--- src/rtl/vga_pkg.sv ---
// Shared constants for the pitch raster: timing totals, active-region bounds,
// update-FSM state encoding and the committed-position bundle.
package vga_pkg;

    localparam int POS_W = 10;

    localparam int CLK_DIV      = 2;
    localparam int H_TOTAL      = 800;
    localparam int V_TOTAL      = 525;
    localparam int V_ACTIVE_END = 515;

    localparam int H_ACTIVE_START = 144;
    localparam int H_ACTIVE_END   = 784;
    localparam int V_ACTIVE_START = 35;

    localparam int RST_TEAM1_POS = 275;
    localparam int RST_TEAM2_POS = 275;
    localparam int RST_BALL_X    = 400;
    localparam int RST_BALL_Y    = 275;

    localparam logic [1:0] ST_IDLE       = 2'd0;
    localparam logic [1:0] ST_WAIT_BLANK = 2'd1;
    localparam logic [1:0] ST_GRANT      = 2'd2;
    localparam logic [1:0] ST_COMMIT     = 2'd3;

    typedef struct packed {
        logic [POS_W-1:0] team1;
        logic [POS_W-1:0] team2;
        logic [POS_W-1:0] ball_x;
        logic [POS_W-1:0] ball_y;
    } pos_t;

    function automatic logic in_update_window(input logic [POS_W-1:0] y,
                                              input logic [POS_W-1:0] v_end);
        return (y >= v_end);
    endfunction

endpackage

--- src/rtl/vga_scan_counter.sv ---
// Pixel-clock divider plus x/y raster counters; also flags the frame wrap
// combinationally (for the update FSM) and as a registered frame_start pulse.
module vga_scan_counter
    import vga_pkg::*;
#(
    parameter int P_CLK_DIV = CLK_DIV,
    parameter int P_H_TOTAL = H_TOTAL,
    parameter int P_V_TOTAL = V_TOTAL
) (
    input  logic             clk,
    input  logic             rst,
    output logic             o_pix_en,
    output logic [POS_W-1:0] o_x,
    output logic [POS_W-1:0] o_y,
    output logic             o_frame_start,
    output logic             o_frame_wrap
);

    localparam int DIV_W = (P_CLK_DIV > 1) ? $clog2(P_CLK_DIV) : 1;
    localparam logic [DIV_W-1:0] DIV_LAST = DIV_W'(P_CLK_DIV - 1);
    localparam logic [POS_W-1:0] X_LAST   = POS_W'(P_H_TOTAL - 1);
    localparam logic [POS_W-1:0] Y_LAST   = POS_W'(P_V_TOTAL - 1);

    logic [DIV_W-1:0] r_div;
    logic             r_pix_en;
    logic [POS_W-1:0] r_x;
    logic [POS_W-1:0] r_y;
    logic             r_frame_start;

    logic [DIV_W-1:0] w_div_next;
    logic             w_line_wrap;
    logic             w_frame_wrap;

    assign w_div_next   = (r_div == DIV_LAST) ? '0 : r_div + 1'b1;
    assign w_line_wrap  = r_pix_en && (r_x == X_LAST);
    assign w_frame_wrap = w_line_wrap && (r_y == Y_LAST);

    // pix_en is registered from the next divider value so it is high exactly
    // while r_div sits at its last count.
    always_ff @(posedge clk) begin
        if (rst) begin
            r_div         <= '0;
            r_pix_en      <= 1'b0;
            r_x           <= '0;
            r_y           <= '0;
            r_frame_start <= 1'b0;
        end else begin
            r_div         <= w_div_next;
            r_pix_en      <= (w_div_next == DIV_LAST);
            r_frame_start <= w_frame_wrap;
            if (r_pix_en) begin
                if (w_line_wrap) begin
                    r_x <= '0;
                    r_y <= (r_y == Y_LAST) ? '0 : r_y + 1'b1;
                end else begin
                    r_x <= r_x + 1'b1;
                end
            end
        end
    end

    assign o_pix_en      = r_pix_en;
    assign o_x           = r_x;
    assign o_y           = r_y;
    assign o_frame_start = r_frame_start;
    assign o_frame_wrap  = w_frame_wrap;

endmodule

--- src/rtl/vga_frame_scheduler.sv ---
// Raster sequencer and vblank-only position update arbiter: game logic gets a
// grant inside vertical blanking and commits at most one position set per frame.
module vga_frame_scheduler
    import vga_pkg::*;
#(
    parameter int CLK_DIV       = vga_pkg::CLK_DIV,
    parameter int H_TOTAL       = vga_pkg::H_TOTAL,
    parameter int V_TOTAL       = vga_pkg::V_TOTAL,
    parameter int V_ACTIVE_END  = vga_pkg::V_ACTIVE_END,
    parameter int RST_TEAM1_POS = vga_pkg::RST_TEAM1_POS,
    parameter int RST_TEAM2_POS = vga_pkg::RST_TEAM2_POS,
    parameter int RST_BALL_X    = vga_pkg::RST_BALL_X,
    parameter int RST_BALL_Y    = vga_pkg::RST_BALL_Y
) (
    input  logic             clk,
    input  logic             rst,
    output logic             pix_en,
    output logic [POS_W-1:0] x,
    output logic [POS_W-1:0] y,
    output logic             frame_start,
    input  logic             upd_req,
    output logic             upd_grant,
    input  logic             upd_done,
    output logic             upd_ack,
    input  logic [POS_W-1:0] team1_in,
    input  logic [POS_W-1:0] team2_in,
    input  logic [POS_W-1:0] ball_x_in,
    input  logic [POS_W-1:0] ball_y_in,
    output logic [POS_W-1:0] team1_ver_pos,
    output logic [POS_W-1:0] team2_ver_pos,
    output logic [POS_W-1:0] ball_x,
    output logic [POS_W-1:0] ball_y
);

    localparam logic [POS_W-1:0] V_END = POS_W'(V_ACTIVE_END);
    localparam pos_t RST_POS = '{
        team1:  POS_W'(RST_TEAM1_POS),
        team2:  POS_W'(RST_TEAM2_POS),
        ball_x: POS_W'(RST_BALL_X),
        ball_y: POS_W'(RST_BALL_Y)
    };

    logic [POS_W-1:0] w_y;
    logic             w_frame_wrap;

    vga_scan_counter #(
        .P_CLK_DIV (CLK_DIV),
        .P_H_TOTAL (H_TOTAL),
        .P_V_TOTAL (V_TOTAL)
    ) u_scan (
        .clk           (clk),
        .rst           (rst),
        .o_pix_en      (pix_en),
        .o_x           (x),
        .o_y           (w_y),
        .o_frame_start (frame_start),
        .o_frame_wrap  (w_frame_wrap)
    );

    assign y = w_y;

    logic [1:0] r_state;
    logic [1:0] w_state_next;
    logic       w_commit;
    logic       r_frame_committed;
    pos_t       r_pos;

    // A grant never opens on the wrap edge itself, otherwise it would span the
    // whole next active region.
    always_comb begin
        w_state_next = r_state;
        w_commit     = 1'b0;
        case (r_state)
            ST_IDLE: begin
                if (upd_req) w_state_next = ST_WAIT_BLANK;
            end
            ST_WAIT_BLANK: begin
                if (!upd_req)
                    w_state_next = ST_IDLE;
                else if (in_update_window(w_y, V_END) && !r_frame_committed && !w_frame_wrap)
                    w_state_next = ST_GRANT;
            end
            ST_GRANT: begin
                if (upd_done) begin
                    w_state_next = ST_COMMIT;
                    w_commit     = 1'b1;
                end else if (w_frame_wrap) begin
                    w_state_next = ST_WAIT_BLANK;
                end
            end
            ST_COMMIT: begin
                w_state_next = ST_IDLE;
            end
            default: begin
                w_state_next = ST_IDLE;
            end
        endcase
    end

    // The per-frame commit flag clears on the wrap even if a commit lands on
    // that same edge, since that commit belongs to the frame just ending.
    always_ff @(posedge clk) begin
        if (rst) begin
            r_state           <= ST_IDLE;
            r_frame_committed <= 1'b0;
            r_pos             <= RST_POS;
        end else begin
            r_state <= w_state_next;
            if (w_frame_wrap)
                r_frame_committed <= 1'b0;
            else if (w_commit)
                r_frame_committed <= 1'b1;
            if (w_commit) begin
                r_pos.team1  <= team1_in;
                r_pos.team2  <= team2_in;
                r_pos.ball_x <= ball_x_in;
                r_pos.ball_y <= ball_y_in;
            end
        end
    end

    assign upd_grant     = (r_state == ST_GRANT);
    assign upd_ack       = (r_state == ST_COMMIT);
    assign team1_ver_pos = r_pos.team1;
    assign team2_ver_pos = r_pos.team2;
    assign ball_x        = r_pos.ball_x;
    assign ball_y        = r_pos.ball_y;

endmodule

--- config.mk ---
export PLATFORM = sky130hd
export DESIGN_NAME = vga_frame_scheduler
export DESIGN_NICKNAME = d
export VERILOG_FILES = /design/src/rtl/vga_pkg.sv /design/src/rtl/vga_scan_counter.sv /design/src/rtl/vga_frame_scheduler.sv
export SDC_FILE = /design/constraint.sdc
export NUM_CORES = 1
export LEC_CHECK = 0
export BUFFER_PORTS_ARGS = -buffer_cell sky130_fd_sc_hd__buf_2
export CORE_MARGIN = 3
export CORE_UTILIZATION = 54
export CTS_BUF_LIST = sky130_fd_sc_hd__clkbuf_8
export DETAILED_ROUTE_END_ITERATION = 8
export PLACE_DENSITY = 0.95
export SLEW_MARGIN = 20
export SYNTH_ARGS = -nofsm -noshare
export SYNTH_HDL_FRONTEND = slang
export SYNTH_HIERARCHICAL = 1
export SYNTH_SLANG_ARGS = --single-unit
--- constraint.sdc ---
create_clock -name clk -period 5.5 [get_ports clk]
set_input_delay 0.275 -clock clk [delete_from_list [all_inputs] [get_ports clk]]
set_output_delay 0.275 -clock clk [all_outputs]
set_load 0.005 [all_outputs]
**Yosys cells after proc, flatten, opt, wreduce, memory -nomap -nowiden**

Cells that the tools add are included.

- Flip-flop bits (word level): 65
- Input bits: 44
- Output and inout port bits: 64
- Logic and storage cells: 43

- Add/subtract/negate cells: 3
- Order comparisons: 1
- Equal/unequal tests: 8
- Multiplexer cells: 10
- Reductions and logical operators: 11

Operators with widths:

| operator | count |
|---|---|
| 10-bit by 1-bit adder with 10-bit output (second input constant) | 2 |
| 10-bit == test (second input constant) | 2 |
| 10-bit 2-to-1 mux | 2 |
| 10-bit greater-or-equal comparator (second input constant) | 1 |
| 2-bit 2-to-1 mux | 5 |
| 2-bit case mux with 4 select lines | 1 |
| 2-bit == test (second input constant) | 2 |
| 1-bit logical AND | 4 |
| 2-bit OR reduction | 2 |
| 3-bit by 1-bit != test with 1-bit output (second input constant) | 1 |
| 3-bit != test (second input constant) | 1 |
| 3-bit AND reduction | 1 |
| 2-bit by 1-bit == test with 1-bit output (second input constant) | 1 |
| 1-bit logical NOT | 2 |
| 2-bit logical NOT | 1 |
| 1-bit 2-to-1 mux | 2 |
| 2-bit != test (second input constant) | 1 |
| 2-bit AND reduction | 1 |
| 1-bit adder (second input constant) | 1 |

**Logic depth before layout (Yosys ltp)**

Gate-level depths: netlist of the first run.

- Depth after elaboration: 8
- Depth in mapped cells: 8
- Gate-level depth less buffers: 8

**By module**

The synthesis of the first run kept the hierarchy.

By module, submodules not included:

| module | instances | cells each | area an instance (µm²) | seq. area each (µm²) |
|---|---|---|---|---|
| vga_frame_scheduler | 1 | 197 | 1674.1 | 860.8 |
| vga_scan_counter | 1 | 123 | 1076.0 | 440.4 |

**Worst setup path before layout of the first run**

No wires, ideal clock.

- Path type: register to register
- Start point: register u_scan.r_x[0], in the netlist u_scan/o_x[0]
- End point: register r_state[0]
- Library setup time: 0.131 ns
- Arrival: 1.647 ns
- Required time: 5.369 ns
- Slack: 3.722 ns
- Stages on the path, launching flop included: 9
- Path buffers: 1
- Period minus slack after synthesis: 1.778 ns
- Path through: dfxtp_1 > ha_1 > and3_2 > nand4_4 > buf_6 > nor2_1 > or3b_1 > a31oi_1 > a221oi_1

- Word-level cells in the longest chain between the ends: 7
- Elaborated cells on any way between the ends: 8
- Those cells by class: eq/ne (3); reduce/logical (5)

Ends and longest elaborated chain:

| item | line | source |
|---|---|---|
| from (decl) | vga_scan_counter.sv:26 | `logic [POS_W-1:0] r_x;` |
| from (signal assigned) | vga_scan_counter.sv:56 | `r_x <= r_x + 1'b1;` |
| 10-bit == test (*) | vga_scan_counter.sv:35 | `assign w_line_wrap = r_pix_en && (r_x == X_LAST);` |
| 1-bit logical AND (*) | vga_scan_counter.sv:35 |  |
| 1-bit logical AND (*) | vga_scan_counter.sv:36 | `assign w_frame_wrap = w_line_wrap && (r_y == Y_LAST);` |
| via w_frame_wrap | vga_frame_scheduler.sv:44 | `logic w_frame_wrap;` |
| 1-bit logical NOT | vga_frame_scheduler.sv:80 | `else if (in_update_window(w_y, V_END) && !r_frame_committed && !w_frame_wrap)` |
| 1-bit logical AND | vga_frame_scheduler.sv:80 |  |
| 3-bit != test (no source line) | n/a |  |
| 3-bit AND reduction (no source line) (*) | n/a |  |
| to (signal assigned) | vga_frame_scheduler.sv:108 | `r_state <= w_state_next;` |
| to (decl) | vga_frame_scheduler.sv:62 | `logic [1:0] r_state;` |

The timed path passes the listed nets; every way through them passes the cells marked *.
A chain may end at the register's enable or synchronous reset.

**Final worst setup path of the first run**

- Start point: register u_scan.r_y[1], in the netlist u_scan/o_y[1]
- End point: register r_state[0]

- Word-level cells in the longest chain between the ends: 6
- Elaborated cells on any way between the ends: 9
- Those cells by class: order compare (1); eq/ne (3); reduce/logical (5)

Ends and longest elaborated chain:

| item | line | source |
|---|---|---|
| from (decl) | vga_scan_counter.sv:27 | `logic [POS_W-1:0] r_y;` |
| from (signal assigned) | vga_scan_counter.sv:54 | `r_y <= (r_y == Y_LAST) ? '0 : r_y + 1'b1;` |
| 10-bit == test (*) | vga_scan_counter.sv:36 |  |
| 1-bit logical AND (*) | vga_scan_counter.sv:36 |  |
| via w_frame_wrap | vga_frame_scheduler.sv:44 |  |
| 1-bit logical NOT | vga_frame_scheduler.sv:80 |  |
| 1-bit logical AND | vga_frame_scheduler.sv:80 |  |
| 3-bit != test (no source line) | n/a |  |
| 3-bit AND reduction (no source line) (*) | n/a |  |

Marks and branches as above.

==> load_flow_metrics.sql, run 1 <==
INSERT INTO impl_metrics (metric_group, metric, value, unit) VALUES
('critical_path', 'critPathMaxFanout', '5', ''),
('detailed_routing', 'drt_pass1_iterations', '5', ''),
('clock_tree', 'clkLatencyLatePin', '0.33', 'ns'),
('cells_and_area', 'antenna_cells', '0', ''),
('synth', 'synth_edf_count', '0', ''),
('detailed_routing', 'drt.antenna.violating_nets', '0', ''),
('cells_and_area', 'synthToLayoutAreaGrowth', '27.8', '%'),
('power_and_ir_drop', 'ir_worst_vdd', '0.279', 'mV'),
('timing', 'final-hold-violation-count', '0', ''),
('timing', 'rsz_0062_raised_after_global_routing', 'false', ''),
('critical_path', 'worst-setup-path-type', 'reg2reg', ''),
('die', 'io_pins', '108', ''),
('timing', 'worst_clock_skew', '0.00909', 'ns'),
('synth', 'synth-async-reset-ratio', '0', ''),
('synth', 'post_synth_mux_area_share', '0', ''),
('grt', 'wire_length_of_the_first_global_routing_pass', '11.4', 'mm'),
('synth', 'adder_and_majority_gate_portion_of_the_synthesized_area', '0.0136', ''),
('synth', 'ys.flop_type', 'sky130_fd_sc_hd__dfxtp_1', ''),
('grt', 'grt_max_degree', '64', ''),
('detailed_routing', 'vias_per_cell', '5.26', ''),
('clock_tree', 'htree_levels', '3', ''),
('die', 'placement_rows', '25', ''),
('run', 'cap_viol_max_count', '0', ''),
('cells_and_area', 'post_route_cells_drive_above_1_share', '0.343', ''),
('critical_path', 'arrival_time_of_data_at_the_critical_path_endpoint', '2.22', 'ns'),
('synth', 'synth-seq-area-share', '0.473', ''),
('synth', 'synth_top_area_frac', '0.473', ''),
('outcome', 'status', 'completed', ''),
('cells_and_area', 'finalNetCount', '470', ''),
('detailed_routing', 'wire_per_inst', '13.8', 'um'),
('grt', 'via_count_of_the_first_global_routing_pass', '2472', ''),
('placement', 'place.gp.congestion', '0.895', ''),
('timing', 'setup_violations', '0', ''),
('detailed_routing', 'routed_wl', '6.85', 'mm'),
('worst_hold_path', 'hold_path.class', 'in2reg', ''),
('clock_tree', 'clock_tree.root_cell', 'sky130_fd_sc_hd__clkbuf_8', ''),
('clock_tree', 'number_of_buffers_inserted_for_hold_repair_after_clock_tree_synthesis', '0', ''),
('clock_tree', 'tritoncts', 'built', ''),
('grt', 'grt_antenna_before_repair', '0', ''),
('synth', 'post_synth_main_area_contributors', 'sky130_fd_sc_hd__dfxtp_1 47%, sky130_fd_sc_hd__nand2_1 12%, sky130_fd_sc_hd__a21oi_1 4.4%, sky130_fd_sc_hd__nand3b_1 4.4%, sky130_fd_sc_hd__a21oi_2 3.5%', ''),
('timing', 'timing.final.crit_period', '1.99', 'ns'),
('synth', 'yosysUniqueCellTypes', '47', ''),
('clock_tree', 'cts.clk_slew.worst_paths', '0.08', 'ns'),
('timing', 'setup_total_negative_slack', '0', 'ns'),
('cells_and_area', 'post-route-util', '0.730', ''),
('die', 'floorplan.die.width', '77.4', 'um'),
('grt', 'grt_usage', '0.233', ''),
('synth', 'synth_compound_area_frac', '0.123', ''),
('clock_tree', 'postCtsSetupBuffers', '0', ''),
('detailed_routing', 'route.detailed.drc', '0', ''),
('synth', 'post_synth_and_or_nand_nor_area_fraction', '0.311', ''),
('synth', 'synthMostInstantiatedCell', 'sky130_fd_sc_hd__nand2_1', ''),
('detailed_routing', 'drt_iter0_drcs', '131', ''),
('critical_path', 'cp_data_required_time', '5.73', 'ns'),
('power_and_ir_drop', 'cellLeakagePower', '1.52', 'nW'),
('detailed_routing', 'vias', '2606', ''),
('synth', 'syn_area_per_cell', '8.59', 'um^2'),
('timing', 'timing_worst_slew_pin_value', '0.659', 'ns'),
('timing', 'setup_ws', '3.51', 'ns'),
('clock_tree', 'numCtsBuffers', '9', ''),
('clock_tree', 'cts.repair.resized', '0', ''),
('synth', 'synthesis.area', '2750', 'um^2'),
('grt', 'grt_overflow', '0', ''),
('placement', 'placement.setup.worst_slack', '3.56', 'ns'),
('timing', 'slew_violations', '0', ''),
('die', 'die_y', '77.4', 'um'),
('die', 'initial_core_util', '0.571', ''),
('die', 'core_area', '4820', 'um^2'),
('synth', 'ys_seq_elements', '65', ''),
('placement', 'port_buffers', '107', ''),
('power_and_ir_drop', 'power.density_cell_area', '284', 'nW/um^2');
[final cells by class]
type                            count  area [um^2]  share of cell area
Timing Repair Buffer              110          558               0.159
Clock buffer                       10          138              0.0392
Multi-Input combinational cell    230         1300               0.370
Inverter                            7         26.3             0.00748
Sequential cell                    65         1300               0.370
Tap cell                           67         83.8              0.0239
Clock inverter                      6          106              0.0303
[worst max-delay path, cell delays in order, from the launching register on]
cell and delay (ns):
sky130_fd_sc_hd__dfxtp_1 0.35, sky130_fd_sc_hd__inv_1 0.09, sky130_fd_sc_hd__ha_1 0.14, sky130_fd_sc_hd__nor4b_2 0.38, sky130_fd_sc_hd__nand2_1 0.20, sky130_fd_sc_hd__nor2_1 0.26
sky130_fd_sc_hd__or3b_1 0.15, sky130_fd_sc_hd__a31oi_1 0.04, sky130_fd_sc_hd__a221oi_1 0.28
[cell families (layout without fill, tap and decap cells)]
kind of cell    after synthesis  after routing
flops                        65             65
fa+ha+maj                     3              3
compound gates               54             54
simple gates                165            165
xor+xnor                      8              8
buf+inv                      25            133
[sequential cells by signal, summed over array words and instances (netlist names)]
register	cells
u_scan/o_pix_en	1
team2_ver_pos	10
ball_y	10
team1_ver_pos	10
u_scan/o_x	10
u_scan/o_y	10
r_frame_committed	1
u_scan/o_frame_start	1
r_state	2
ball_x	10
[path summary, 6_finish.rpt]
kind	slack, ns	cells after the start	from	end
worst max register to register	3.51	8	u_scan/o_y[1]$_SDFFE_PP0P_	r_state[0]$_SDFFE_PP0P_
worst max-delay path	3.51	8	u_scan/o_y[1]$_SDFFE_PP0P_	r_state[0]$_SDFFE_PP0P_
worst min-delay path	0.15	3	ball_y_in[1]	ball_y[1]$_SDFFE_PP1P_
worst min register to register	0.46	2	team2_ver_pos[9]$_SDFFE_PP0P_	team2_ver_pos[9]$_SDFFE_PP0P_
[placed cells by master, fill, tap and decap left out, drive strengths merged, types with 5 or more instances in the layout]
master	Yosys	layout
a21oi	35	35
buf	10	110
clkbuf	8	10
dfxtp	65	65
inv	7	8
nand2	91	91
nand2b	6	6
nand3	6	6
nand3b	16	16
nand4	5	5
nor2	12	12
o21ai	9	9
[layer usage]
layer  wire, um  up-vias  global-route usage  part of all wire
met3        504       12              0.0499             0.074
met1       2830     1200               0.287              0.41
met5          0        -                   0                 0
li1           -     1285                   -                 -
met4        104        0              0.0943             0.015
met2       3410      109               0.395              0.50
[report_power, final]
group	total (mW)	leakage, nW	internal [mW]	switching [mW]
Clock	0.490	0.124	0.311	0.179
Sequential	0.475	0.525	0.472	0.00275
Combinational	0.0325	0.873	0.0170	0.0155
[through the flow]
step	total power, mW	area [um^2]	hold slack (ns)	cells
6_report	0.998	3510	0.151	495
5_1_grt	1.03	3510	0.146	495
4_1_cts	1.01	3510	0.137	495
3_5_place_dp	0.518	3270	0.447	479
3_3_place_gp	0.517	3270	0.439	479
2_1_floorplan	0.498	2750	0.399	320
Note: power is estimated with default switching activity, not from simulation.
==> inputs of run 2 (changes only) <==
--- a/config.mk
+++ b/config.mk
@@ -7,10 +7,10 @@
 export LEC_CHECK = 0
 export BUFFER_PORTS_ARGS = -buffer_cell sky130_fd_sc_hd__buf_2
 export CORE_MARGIN = 3
-export CORE_UTILIZATION = 54
+export CORE_UTILIZATION = 50
 export CTS_BUF_LIST = sky130_fd_sc_hd__clkbuf_8
 export DETAILED_ROUTE_END_ITERATION = 8
-export PLACE_DENSITY = 0.95
+export PLACE_DENSITY = 0.92
 export SLEW_MARGIN = 20
 export SYNTH_ARGS = -nofsm -noshare
 export SYNTH_HDL_FRONTEND = slang
==> constraint.sdc (replaced) <==
create_clock -name clk -period 1.85 [get_ports clk]
set_input_delay 0.0925 -clock clk [delete_from_list [all_inputs] [get_ports clk]]
set_output_delay 0.0925 -clock clk [all_outputs]
set_load 0.005 [all_outputs]
==> run 2 against run 1 <==
Register-to-register slack got worse by 3.4 ns. Via count rose by 6.7%. Flip-flop and latch count did not move. Clock power rose by 130%. Count of clock-buffer cells in the layout did not move. Critical path type unchanged. First-iteration DRC count rose by 24%. Critical path depth fell by 2. Global-route usage rose by 0.33 points. Die area rose by 7.4%. Utilization rose by 1.8 points. Wire length rose by 7.6%. Critical endpoint is now u_scan/o_y[4]$_SDFFE_PP0P_.
==> load_flow_metrics.sql, run 2 (same netlist as run 1, synthesis figures left out) <==
INSERT INTO impl_metrics (metric_group, metric, value, unit) VALUES
('timing', 'slew_violations', '0', ''),
('die', 'core_area', '5200', 'um^2'),
('clock_tree', 'tritoncts', 'built', ''),
('clock_tree', 'postCtsSetupBuffers', '0', ''),
('timing', 'timing.final.crit_period', '1.75', 'ns'),
('cells_and_area', 'finalNetCount', '512', ''),
('detailed_routing', 'vias_per_cell', '5.15', ''),
('critical_path', 'cp_data_required_time', '2.10', 'ns'),
('critical_path', 'cp_slowest_stage_delay', '0.46', 'ns'),
('detailed_routing', 'vias', '2781', ''),
('placement', 'postPlaceCellArea', '3380', 'um^2'),
('critical_path', 'critPathSlowestCell', 'sky130_fd_sc_hd__or4b_1', ''),
('cells_and_area', 'register_area', '1300', 'um^2'),
('grt', 'grt_usage', '0.236', ''),
('timing', 'timing.final.crit_share', '0.949', ''),
('outcome', 'status', 'completed', ''),
('die', 'die_y', '80.2', 'um'),
('placement', 'port_buffers', '107', ''),
('grt', 'wire_length_of_the_first_global_routing_pass', '12.0', 'mm'),
('die', 'initial_core_util', '0.528', ''),
('critical_path', 'arrival_time_of_data_at_the_critical_path_endpoint', '2.01', 'ns'),
('die', 'floorplan.die.width', '80.2', 'um'),
('die', 'placement_rows', '26', ''),
('critical_path', 'worst-path-stages', '6', ''),
('worst_hold_path', 'hold_path.class', 'in2reg', ''),
('clock_tree', 'max-clock-path-buffers', '2', ''),
('power_and_ir_drop', 'ir_worst_vdd', '0.526', 'mV'),
('die', 'dieArea', '6430', 'um^2'),
('timing', 'whs', '0.0116', 'ns'),
('critical_path', 'worstPathCellList', 'ha_2 > and3_4 > nand4_4 > buf_4 > or4b_1 > a21oi_1', ''),
('timing', 'final-hold-violation-count', '0', ''),
('cells_and_area', 'most-common-layout-cells', '107 x sky130_fd_sc_hd__buf_2, 88 x sky130_fd_sc_hd__nand2_1, 63 x sky130_fd_sc_hd__dfxtp_1, 30 x sky130_fd_sc_hd__dlygate4sd3_1, 24 x sky130_fd_sc_hd__a21oi_1', ''),
('critical_path', 'critPathCaptureType', 'flip-flop', ''),
('placement', 'place.gp.congestion', '0.783', ''),
('detailed_routing', 'drt_pass1_iterations', '4', ''),
('cells_and_area', 'antenna_cells', '0', ''),
('timing', 'setup_ws', '0.0952', 'ns'),
('detailed_routing', 'route.detailed.drc', '0', ''),
('timing', 'timing.slew.headroom', '0.593', ''),
('clock_tree', 'numCtsBuffers', '9', ''),
('placement', 'placement.setup.worst_slack', '0.0354', 'ns'),
('clock_tree', 'clock_tree.root_cell', 'sky130_fd_sc_hd__clkbuf_8', ''),
('clock_tree', 'cts.clk_slew.worst_paths', '0.07', 'ns'),
('cells_and_area', 'multi_input_area', '1320', 'um^2'),
('cells_and_area', 'final_cell_area', '3890', 'um^2'),
('critical_path', 'critical_path.startpoint_type', 'flip-flop', ''),
('timing', 'setup_violations', '0', ''),
('critical_path', 'worst-r2r-cell-count', '6', ''),
('clock_tree', 'clkLatencyLatePin', '0.32', 'ns'),
('cells_and_area', 'layout.cells.non_filler', '540', ''),
('critical_path', 'worst-setup-path-type', 'reg2reg', ''),
('placement', 'dp.final_hpwl', '4.70', 'mm'),
('grt', 'via_count_of_the_first_global_routing_pass', '2630', ''),
('detailed_routing', 'drt.antenna.violating_nets', '0', ''),
('placement', 'placedCellCount', '494', ''),
('critical_path', 'critPathMaxFanout', '13', ''),
('cells_and_area', 'nFillCells', '374', ''),
('detailed_routing', 'routed_wl', '7.38', 'mm'),
('grt', 'grt_max_degree', '41', ''),
('timing', 'timing.fmax', '0.570', 'GHz'),
('run', 'cap_viol_max_count', '0', ''),
('detailed_routing', 'drt_iter0_drcs', '162', ''),
('timing', 'timing_worst_slew_pin_value', '0.611', 'ns'),
('die', 'io_pins', '108', ''),
('power_and_ir_drop', 'cellLeakagePower', '1.71', 'nW'),
('grt', 'grt_antenna_before_repair', '0', ''),
('grt', 'grt_overflow', '0', ''),
('clock_tree', 'cts.sinks', '65', ''),
('cells_and_area', 'post-route-util', '0.747', ''),
('timing', 'worst_clock_skew', '0.00790', 'ns'),
('critical_path', 'critical_path_buf_inv_count', '1', ''),
('cells_and_area', 'post_route_cells_drive_above_1_share', '0.343', ''),
('worst_hold_path', 'timing.hold.worst_path_depth', '3', ''),
('critical_path', 'critPathTopFamily', 'simple AND/OR/NAND/NOR gates', ''),
('cells_and_area', 'mostFrequentLayoutCell', 'sky130_fd_sc_hd__buf_2', ''),
('cells_and_area', 'synthToLayoutAreaGrowth', '41.4', '%'),
('power_and_ir_drop', 'power.density_cell_area', '696', 'nW/um^2'),
('clock_tree', 'htree_levels', '3', ''),
('detailed_routing', 'wire_per_inst', '13.7', 'um');
==> run 2: cell count changes in the layout (fill, tap and decap cells not counted), sizes merged <==
cell         delta
clkinvlp        -1
buf            +12
bufinv          -2
dlygate4sd3    +30
inv             +2
clkinv          +1
==> run 2: layout make-up <==
| type | count | share of cell area |
|---|---|---|
| timing repair buffer | 152 | 0.247 |
| multi-input combinational | 230 | 0.340 |
| sequential | 65 | 0.335 |
| clock buffer | 10 | 0.0354 |
| tap | 70 | 0.0225 |
| inverter | 7 | 0.00675 |
| clock inverter | 6 | 0.0132 |
==> run 2: tightest hold or removal path, stage by stage <==
cell and delay [ns]:
sky130_fd_sc_hd__buf_2 0.09, sky130_fd_sc_hd__nand2_1 0.04, sky130_fd_sc_hd__a21oi_1 0.05
==> run 2: worst paths after layout <==
| kind | start | endpoint | slack (ns) |
|---|---|---|---|
| worst max-delay path | u_scan/o_x[0]$_SDFFE_PP0P_ | u_scan/o_y[4]$_SDFFE_PP0P_ | 0.1 |
| worst min-delay path | ball_y_in[2] | ball_y[2]$_SDFFE_PP0P_ | 0.01 |
| worst max register to register | u_scan/o_x[0]$_SDFFE_PP0P_ | u_scan/o_y[4]$_SDFFE_PP0P_ | 0.1 |
| worst min register to register | ball_y[6]$_SDFFE_PP0P_ | ball_y[6]$_SDFFE_PP0P_ | 0.45 |
==> run 2: metal layers <==
layer  global-route usage  part of all wire
met5                    0                 0
met3               0.0561             0.081
met4               0.0980             0.021
met2                0.401              0.49
met1                0.283              0.41
==> run 2: through the flow <==
step	TNS (ns)	power, mW
final	0	2.71
after global routing	-0.00397	2.81
after CTS	0	2.73
after detailed placement	0	1.55
after global placement	0	1.54
after floorplan	0	1.48
==> run 2: where the power goes <==
group | switching [mW] | internal, mW
clock network | 0.500 | 0.640
logic | 0.0596 | 0.0968
registers | 0.00561 | 1.41
==> run 2: timing repair <==
action                                  4_1_cts  5_1_grt
hold buffers                                 30        0
endpoints found under the setup margin        0        3
endpoints found under the hold margin        30        0
gates resized for setup                       0        6
==> inputs of run 3 (changes only) <==
--- a/config.mk
+++ b/config.mk
@@ -5,7 +5,7 @@
 export SDC_FILE = /design/constraint.sdc
 export NUM_CORES = 1
 export LEC_CHECK = 0
-export BUFFER_PORTS_ARGS = -buffer_cell sky130_fd_sc_hd__buf_2
+export BUFFER_PORTS_ARGS = -buffer_cell sky130_fd_sc_hd__clkbuf_2
 export CORE_MARGIN = 3
 export CORE_UTILIZATION = 50
 export CTS_BUF_LIST = sky130_fd_sc_hd__clkbuf_8
==> run 3 against run 2 <==
Highest routed layer unchanged. Global-route usage rose by 1.5 points. Critical path type unchanged. Combinational power rose by 15%. Die area did not move. Wire length rose by 6.1%. Power fell by 4.5%. Clock skew fell by 0.0038 ns. Sequential share of layout area fell by 0.54 points. Sequential power barely moved. Count of clock-buffer cells in the layout fell by 1. Design area rose by 1.5%. Largest power group unchanged.
==> load_flow_metrics.sql, run 3 (same netlist as run 1, synthesis figures left out) <==
INSERT INTO impl_metrics (metric_group, metric, value, unit) VALUES
('outcome', 'status', 'completed', ''),
('critical_path', 'critical_path.startpoint_type', 'flip-flop', ''),
('power_and_ir_drop', 'power.combinational.fraction', '0.070', ''),
('placement', 'postPlaceCellArea', '3380', 'um^2'),
('cells_and_area', 'final_cell_area', '3950', 'um^2'),
('power_and_ir_drop', 'finalPower', '2.59', 'mW'),
('grt', 'grtUsageMet2', '0.421', ''),
('timing', 'whs', '0.110', 'ns'),
('timing', 'worst_clock_skew', '0.00411', 'ns'),
('die', 'floorplan.die.width', '80.2', 'um'),
('power_and_ir_drop', 'netSwitchingFraction', '0.232', ''),
('clock_tree', 'tritoncts', 'built', ''),
('clock_tree', 'htree_levels', '3', ''),
('cells_and_area', 'most-common-layout-cells', '107 x sky130_fd_sc_hd__clkbuf_2, 88 x sky130_fd_sc_hd__nand2_1, 64 x sky130_fd_sc_hd__dfxtp_1, 40 x sky130_fd_sc_hd__dlygate4sd3_1, 24 x sky130_fd_sc_hd__a21oi_1', ''),
('grt', 'global_route.peak_usage_layer', 'met2', ''),
('timing', 'timing.slew.headroom', '0.721', ''),
('placement', 'port_buffers', '107', ''),
('clock_tree', 'clkLatencyLatePin', '0.33', 'ns'),
('critical_path', 'arrival_time_of_data_at_the_critical_path_endpoint', '2.01', 'ns'),
('clock_tree', 'cts.clk_slew.worst_paths', '0.07', 'ns'),
('detailed_routing', 'drt_iter0_drcs', '144', ''),
('cells_and_area', 'nFillCells', '359', ''),
('timing', 'timing.final.crit_share', '0.945', ''),
('timing', 'setup_total_negative_slack', '0', 'ns'),
('clock_tree', 'max-clock-path-buffers', '2', ''),
('die', 'placement_rows', '26', ''),
('cells_and_area', 'antenna_cells', '0', ''),
('run', 'cap_viol_max_count', '0', ''),
('grt', 'wire_length_of_the_first_global_routing_pass', '12.5', 'mm'),
('detailed_routing', 'route.detailed.drc', '0', ''),
('cells_and_area', 'multi_input_area', '1310', 'um^2'),
('timing', 'timing_worst_slew_pin_value', '0.418', 'ns'),
('power_and_ir_drop', 'ir_worst_vdd', '0.596', 'mV'),
('die', 'die_y', '80.2', 'um'),
('die', 'dieArea', '6430', 'um^2'),
('critical_path', 'critPathCaptureType', 'flip-flop', ''),
('detailed_routing', 'routed_wl', '7.82', 'mm'),
('critical_path', 'critPathMaxFanout', '8', ''),
('power_and_ir_drop', 'p_sw', '601', 'uW'),
('placement', 'dp.final_hpwl', '4.73', 'mm'),
('cells_and_area', 'mostFrequentLayoutCell', 'sky130_fd_sc_hd__clkbuf_2', ''),
('grt', 'grt_antenna_before_repair', '0', ''),
('placement', 'place.gp.congestion', '0.824', ''),
('grt', 'gr_met3_demand_resource', '0.0729', ''),
('detailed_routing', 'drt_pass1_iterations', '4', ''),
('critical_path', 'worst-setup-path-type', 'reg2reg', ''),
('worst_hold_path', 'hold_path.class', 'in2reg', ''),
('timing', 'rsz_0062_raised_after_global_routing', 'false', ''),
('timing', 'timing.final.crit_period', '1.75', 'ns'),
('grt', 'grt_overflow', '0', ''),
('detailed_routing', 'drt.antenna.violating_nets', '0', ''),
('grt', 'grt_usage', '0.251', ''),
('detailed_routing', 'vias', '2848', ''),
('cells_and_area', 'synthToLayoutAreaGrowth', '43.6', '%'),
('power_and_ir_drop', 'internal_power', '1.99', 'mW'),
('cells_and_area', 'finalNetCount', '524', ''),
('critical_path', 'cp_data_required_time', '2.11', 'ns'),
('timing', 'final-hold-violation-count', '0', ''),
('grt', 'via_count_of_the_first_global_routing_pass', '2676', ''),
('clock_tree', 'numCtsBuffers', '9', ''),
('clock_tree', 'cts.sinks', '65', ''),
('detailed_routing', 'wire_per_inst', '14.2', 'um'),
('timing', 'slew_violations', '0', ''),
('die', 'initial_core_util', '0.528', ''),
('power_and_ir_drop', 'seq_power_share', '0.545', ''),
('power_and_ir_drop', 'cellLeakagePower', '1.70', 'nW'),
('power_and_ir_drop', 'power_frac_clock', '0.386', ''),
('timing', 'setup_violations', '0', ''),
('cells_and_area', 'register_area', '1300', 'um^2'),
('die', 'io_pins', '108', ''),
('clock_tree', 'clock_tree.root_cell', 'sky130_fd_sc_hd__clkbuf_8', ''),
('die', 'core_area', '5200', 'um^2'),
('cells_and_area', 'post_route_cells_drive_above_1_share', '0.338', ''),
('grt', 'grt_max_degree', '41', ''),
('grt', 'grt_util_met1', '0.294', ''),
('power_and_ir_drop', 'power.density_cell_area', '655', 'nW/um^2'),
('timing', 'timing.fmax', '0.572', 'GHz'),
('detailed_routing', 'vias_per_cell', '5.16', '');
-- run 3: changes by cell type in the layout (fill, tap and decap cells not counted), sizes merged --
cell	delta
clkinv	+2
bufinv	-1
inv	-2
clkbuf	+106
buf	-105
dlygate4sd3	+10
clkinvlp	+2
-- run 3: worst paths after layout --
check	to	slack [ns]	cells after the start	from
setup reg to reg	u_scan/o_y[4]$_SDFFE_PP0P_	0.10	6	u_scan/o_x[1]$_SDFFE_PP0P_
hold reg to reg	ball_x[1]$_SDFFE_PP0P_	0.46	2	ball_x[1]$_SDFFE_PP0P_
hold / removal	r_state[0]$_SDFFE_PP0P_	0.11	3	upd_req
setup / recovery	u_scan/o_y[4]$_SDFFE_PP0P_	0.10	6	u_scan/o_x[1]$_SDFFE_PP0P_
-- run 3: through the flow --
stage,cells,worst slack (ns),util
global route,552,0.00895,0.759
finish,552,0.102,0.759
CTS,552,0.0247,0.757
global placement,496,0.0979,0.649
floorplan,320,0.0722,-
detailed placement,496,0.0320,0.649
-- run 3: final cells by class --
type / instances / area share
Multi-Input combinational cell: 230 / 0.331
Sequential cell: 65 / 0.330
Timing Repair Buffer: 164 / 0.269
Clock buffer: 9 / 0.0314
Tap cell: 70 / 0.0222
Clock inverter: 7 / 0.00982
Inverter: 7 / 0.00665
-- run 3: worst max-delay path: stages (launching register included) --
cell and delay (ns):
sky130_fd_sc_hd__dfxtp_2 0.36, sky130_fd_sc_hd__ha_2 0.20, sky130_fd_sc_hd__and3_4 0.23, sky130_fd_sc_hd__nand4_4 0.11, sky130_fd_sc_hd__buf_4 0.19, sky130_fd_sc_hd__or4b_1 0.46, sky130_fd_sc_hd__a21oi_1 0.12
-- run 3: per-layer routing --
layer  part of all wire  routed length [um]
met3              0.084                 659
met1               0.41                3190
met2               0.49                3830
met4              0.019                 146
met5                  0                   0
-- run 3: what timing repair did --
item	CTS	global route
endpoints found under the setup margin	0	3
resized for setup	0	3
setup buffers	0	0
hold endpoints to repair	40	0
hold buffers	40	0
-- run 3: power groups by stage --
stage,clock [mW],combinational [mW],sequential (mW)
floorplan,0,0.0379,1.44
global placement,0,0.105,1.44
detailed placement,0,0.105,1.44
CTS,1.03,0.173,1.41
global route,1.09,0.192,1.41
finish,0.998,0.180,1.41
